===== config.mk =====
export PLATFORM = sky130hd
export DESIGN_NAME = alu_writeback_stage
export DESIGN_NICKNAME = d
export VERILOG_FILES = /design/src/rtl/alu_writeback_stage.sv
export SDC_FILE = /design/constraint.sdc
export NUM_CORES = 1
export LEC_CHECK = 0
export CAP_MARGIN = 20
export CORE_UTILIZATION = 45
export DETAILED_ROUTE_END_ITERATION = 12
export PLACE_DENSITY = 0.61
export SLEW_MARGIN = 20
export SYNTH_ARGS = -nofsm -noshare
export SYNTH_HDL_FRONTEND = slang
export SYNTH_SLANG_ARGS = --single-unit

===== constraint.sdc =====
create_clock -name clk -period 6.6 [get_ports clk]
set_input_delay 0.66 -clock clk [delete_from_list [all_inputs] [get_ports clk]]
set_output_delay 0.66 -clock clk [all_outputs]
set_load 0.02 [all_outputs]

===== src/rtl/alu_writeback_stage.sv =====
// alu_writeback_stage
// Buffers ALU results (with NZVC flags) in a 2-entry skid FIFO and retires
// them in order into an 8-entry register file and a status-flags register.
// The register file read ports bypass a same-cycle commit (write-first), and
// a conservative hazard flag reports any buffered write to a read address.
module alu_writeback_stage #(
  parameter int DATA_WIDTH = 8,
  parameter int REG_COUNT  = 8,
  parameter int ADDR_WIDTH = 3
) (
  input  logic                  clk,
  input  logic                  rst_n,
  input  logic                  inValid,
  output logic                  inReady,
  input  logic [DATA_WIDTH-1:0] aluResult,
  input  logic [3:0]            aluFlags,
  input  logic [ADDR_WIDTH-1:0] destAddr,
  input  logic                  writeReg,
  input  logic                  writeFlags,
  input  logic                  commitEnable,
  input  logic [ADDR_WIDTH-1:0] readAddrA,
  input  logic [ADDR_WIDTH-1:0] readAddrB,
  output logic [DATA_WIDTH-1:0] readDataA,
  output logic [DATA_WIDTH-1:0] readDataB,
  output logic [3:0]            statusFlags,
  output logic                  hazard,
  output logic [1:0]            occupancy,
  output logic [7:0]            commitCount
);

  // Skid FIFO storage, two slots addressed by a 1-bit head pointer
  logic [DATA_WIDTH-1:0] r_fifoData  [2];
  logic [3:0]            r_fifoFlags [2];
  logic [ADDR_WIDTH-1:0] r_fifoDest  [2];
  logic                  r_fifoWReg  [2];
  logic                  r_fifoWFlg  [2];
  logic                  r_head;
  logic [1:0]            r_occ;

  // Architectural state
  logic [DATA_WIDTH-1:0] r_regs [REG_COUNT];
  logic [3:0]            r_status;
  logic [7:0]            r_commitCount;

  logic                  w_accept;
  logic                  w_commit;
  logic                  w_tail;
  logic                  w_headWritesReg;
  logic                  w_slotValid [2];
  logic                  w_hazard;
  logic [DATA_WIDTH-1:0] w_readA;
  logic [DATA_WIDTH-1:0] w_readB;

  // Handshake decode: inReady depends only on registered occupancy, so there
  // is no combinational path from inValid back to inReady.
  always_comb begin
    inReady         = (r_occ != 2'd2);
    w_accept        = inValid && (r_occ != 2'd2);
    w_commit        = (r_occ != 2'd0) && commitEnable;
    w_tail          = r_head ^ r_occ[0];
    w_headWritesReg = r_fifoWReg[r_head] && (r_fifoDest[r_head] != '0);
  end

  // Entry storage: a new entry lands in the slot just past the buffered ones
  always_ff @(posedge clk or negedge rst_n) begin
    if (!rst_n) begin
      for (int i = 0; i < 2; i++) begin
        r_fifoData[i]  <= '0;
        r_fifoFlags[i] <= '0;
        r_fifoDest[i]  <= '0;
        r_fifoWReg[i]  <= 1'b0;
        r_fifoWFlg[i]  <= 1'b0;
      end
    end else if (w_accept) begin
      r_fifoData[w_tail]  <= aluResult;
      r_fifoFlags[w_tail] <= aluFlags;
      r_fifoDest[w_tail]  <= destAddr;
      r_fifoWReg[w_tail]  <= writeReg;
      r_fifoWFlg[w_tail]  <= writeFlags;
    end
  end

  // Head pointer and occupancy; simultaneous accept and commit leave the count unchanged
  always_ff @(posedge clk or negedge rst_n) begin
    if (!rst_n) begin
      r_head <= 1'b0;
      r_occ  <= 2'd0;
    end else begin
      if (w_commit) begin
        r_head <= ~r_head;
      end
      case ({w_accept, w_commit})
        2'b10:   r_occ <= r_occ + 2'd1;
        2'b01:   r_occ <= r_occ - 2'd1;
        default: r_occ <= r_occ;
      endcase
    end
  end

  // Register file writes from the retiring head; register 0 is never written
  always_ff @(posedge clk or negedge rst_n) begin
    if (!rst_n) begin
      for (int i = 0; i < REG_COUNT; i++) begin
        r_regs[i] <= '0;
      end
    end else if (w_commit && w_headWritesReg) begin
      r_regs[r_fifoDest[r_head]] <= r_fifoData[r_head];
    end
  end

  // Status flags and the wrapping commit counter
  always_ff @(posedge clk or negedge rst_n) begin
    if (!rst_n) begin
      r_status      <= 4'd0;
      r_commitCount <= 8'd0;
    end else if (w_commit) begin
      if (r_fifoWFlg[r_head]) begin
        r_status <= r_fifoFlags[r_head];
      end
      r_commitCount <= r_commitCount + 8'd1;
    end
  end

  // Read ports: zero register, then write-first bypass of a commit this cycle
  always_comb begin
    w_readA = r_regs[readAddrA];
    if (readAddrA == '0) begin
      w_readA = '0;
    end else if (w_commit && w_headWritesReg && (r_fifoDest[r_head] == readAddrA)) begin
      w_readA = r_fifoData[r_head];
    end
    w_readB = r_regs[readAddrB];
    if (readAddrB == '0) begin
      w_readB = '0;
    end else if (w_commit && w_headWritesReg && (r_fifoDest[r_head] == readAddrB)) begin
      w_readB = r_fifoData[r_head];
    end
  end

  // Slot validity from head and occupancy
  always_comb begin
    w_slotValid[0] = (r_occ == 2'd2) || ((r_occ == 2'd1) && !r_head);
    w_slotValid[1] = (r_occ == 2'd2) || ((r_occ == 2'd1) && r_head);
  end

  // Hazard: any buffered register write (including one retiring now) to a live read address
  always_comb begin
    w_hazard = 1'b0;
    for (int i = 0; i < 2; i++) begin
      if (w_slotValid[i] && r_fifoWReg[i] && (r_fifoDest[i] != '0)) begin
        if (((readAddrA != '0) && (r_fifoDest[i] == readAddrA)) ||
            ((readAddrB != '0) && (r_fifoDest[i] == readAddrB))) begin
          w_hazard = 1'b1;
        end
      end
    end
  end

  assign readDataA   = w_readA;
  assign readDataB   = w_readB;
  assign hazard      = w_hazard;
  assign statusFlags = r_status;
  assign occupancy   = r_occ;
  assign commitCount = r_commitCount;

endmodule


==> summary.txt <==
Commonest non-fill, non-tap cell in the layout = dfrtp_1
NumNets Final = 542
1st-iter DRT viols = 235
RSZ-0062 raised after global routing = no
Max Slew Vio Count = 0
Clk slew on worst S/H paths = 0.05 ns
Yosys cell types = 36
Setup slack at placement = 2.309 ns
Post-CTS Setup Inserts = 0
Cts hold-fix bufs = 0
Area grow syn2layout = 21.21%
GRT Total Usage = 0.2086
Slew HR = 0.3691
Initial antenna violation count = 0
Clock Path Buffers = 2
Crit Path Category = in -> out
ANT cells = 0
Full die area = 14,050 sq um
Total gr overflow = 0
Worst Hold Class = in -> async
Pleak = 0.003087 uW
Crit path DAT = 3.59 ns
First-pass GRT wire length = 22.14 mm
Fillers = 1,107
Avg WL per Cell = 18.79 um
Die Wd = 118.5 um
# clock sinks = 113
HPWL Detailed = 8.916 mm
Footprint of the multi-input gates = 3100 sq um
Crit-path max FO = 14
Largest net degree at the start of global routing = 73
CORE AREA = 13,240 sq um
Share of cells above drive strength 1 = 0.3525
DR pass1 iterations = 4
Final Skew = 0.006872 ns
Crit path time final = 4.253 ns
Final antenna-violating net count = 0
Worst setup margin = 2.347 ns
Initial Util = 0.4615
Vias in the first global route = 4,099
Register area = 2828 sq um
Worst Hold Slack = 0.2417 ns
Most frequent cells in the layout = dfrtp_1 (113), mux2_2 (102), clkdlybuf4s50_1 (57), mux4_2 (32), nand2_1 (30)
Cell Area, Synth = 6112 sq um
Worst slew pin tran = 0.9463 ns
Root buffer cell = clkbuf_16
Fin. Hold Viols = 0
Outcome = finished, final reports clean
Post-CTS sizing = 0
Number of max-cap violations = 0
Mapped Cells = 461
Detailed-route vias per instance = 5.549
Placed cells = 667
I/O pins = 59
Fin crit share = 0.6443
Register area share after synthesis = 0.4626
Final Setup Violations = 0
WP data required = 5.94 ns
Max Fclk = 0.2351 GHz
Post-Syn Area per Cell = 13.26 sq um
WL final = 13.11 mm
DRC Markers = 0
Vias = 3,873
Max VDD drop = 0.2494 mV
CTS tree = built
H-tree depth = 4
Yosys Warn Count = 0
Flops & latches, synth = 113
Num CTS Buffers = 17
Syn nets = 493
# rows = 42
Crit path launch type = input pin
Setup TNS = 0 ns
PD cells = 495.6 nW/um^2
Finished Layout Cells = 698
Clk Latency, worst-skew pair = 0.40 ns
Number of port buffers = 58
Die height = 118.5 um
CP endpoint kind = primary output
Placer Congestion = 0.7444
-- cell type report --
| class | count | area share |
|---|---|---|
| timing repair buffer | 68 | 0.08816 |
| clock buffer | 23 | 0.06587 |
| inverter | 4 | 0.002027 |
| tap | 176 | 0.02972 |
| clock inverter | 8 | 0.01402 |
| sequential | 113 | 0.3817 |
| multi-input combinational | 306 | 0.4185 |
-- layer usage --
| layer | GRT usage | vias up | part of all wire |
|---|---|---|---|
| met4 | 0.06408 | 0 | 0.0056 |
| met1 | 0.2814 | 2006 | 0.47 |
| met2 | 0.3275 | 76 | 0.48 |
| li1 | - | 1787 | - |
| met3 | 0.05792 | 4 | 0.040 |
| met5 | 0 | - | 0 |
-- critical path: stages --
cell and delay [ns]:
clkdlybuf4s50_1 1.02, xnor2_1 0.22, a2111oi_4 0.77, mux2i_1 0.29, clkdlybuf4s50_1 0.63
-- final timing paths --
| check | startpoint | to | slack, ns | cells after the start |
|---|---|---|---|---|
| min in group clk | r_regs[62] | r_regs[62] | 0.39 | 0 |
| hold / removal | rst_n | r_regs[61] | 0.24 | 1 |
| setup / recovery | readAddrB[0] | readDataB[4] | 2.35 | 5 |
| setup reg to reg | r_head | r_fifoData[15] | 4.08 | 4 |
| max in group asynchronous | rst_n | r_fifoData[7] | 5.03 | 2 |
| hold reg to reg | r_regs[62] | r_regs[62] | 0.39 | 0 |
-- Yosys cell counts --
library cell	count	area [sq um]
buf_1	6	22.52
nand4b_1	2	17.52
xnor2_1	12	105.1
mux2i_1	21	210.2
or3b_2	1	8.760
and2_1	1	6.260
o31ai_1	1	7.510
and4_1	1	8.760
buf_6	2	22.52
nand4_1	3	18.77
and3_1	2	12.51
a21oi_1	6	30.03
mux2_2	102	1149
nand3_1	6	30.03
inv_1	4	15.01
nand2_1	30	112.6
or2_2	4	25.02
xor2_1	11	96.34
a22oi_1	2	15.01
mux2i_2	1	13.76
o311ai_0	1	8.760
nor2b_1	2	12.51
nand2b_1	16	100.1
dfrtp_1	113	2828
mux2i_4	2	45.04
ha_1	5	62.56
a2111oi_4	2	55.05
nor2_1	15	56.30
buf_2	6	30.03
buf_4	1	7.510
o211ai_1	16	120.1
clkbuf_1	23	86.33
or3_1	3	18.77
o21ai_0	5	25.02
o32ai_1	1	8.760
mux4_2	32	720.7
-- per-stage QoR --
| stage | power [uW] | area, sq um | util |
|---|---|---|---|
| global placement | 2740 | 6817 | 0.5147 |
| floorplan | 2341 | 6112 | - |
| CTS | 3705 | 7408 | 0.5594 |
| finish | 3672 | 7408 | 0.5594 |
| detailed placement | 2787 | 6817 | 0.5147 |
| global route | 3909 | 7408 | 0.5594 |
-- sequential cells by signal (all words and copies together) (netlist names) --
name,flops
statusFlags,4
r_regs,64
r_head,1
r_fifoWReg,2
r_fifoFlags,8
r_fifoData,16
occupancy,2
r_fifoDest,6
commitCount,8
r_fifoWFlg,2
-- cells by family after synthesis --
kind of cell | Yosys count | share of synthesized area
buffers and inverters | 42 | 0.03009
AOI/OAI and AO/OA | 34 | 0.04422
adders and majority gates | 5 | 0.01024
muxes | 158 | 0.3498
DFF | 113 | 0.4626
and+or+nand+nor | 86 | 0.07001
xor gates and xnor gates | 23 | 0.03296
-- power breakdown --
group          internal (uW)  leakage [uW]  switching [uW]  total [uW]
Clock                    593      0.000277             312         905
Combinational            819       0.00140             685        1500
Sequential              1000       0.00141             258        1260
(Power assumes the default switching activity.)
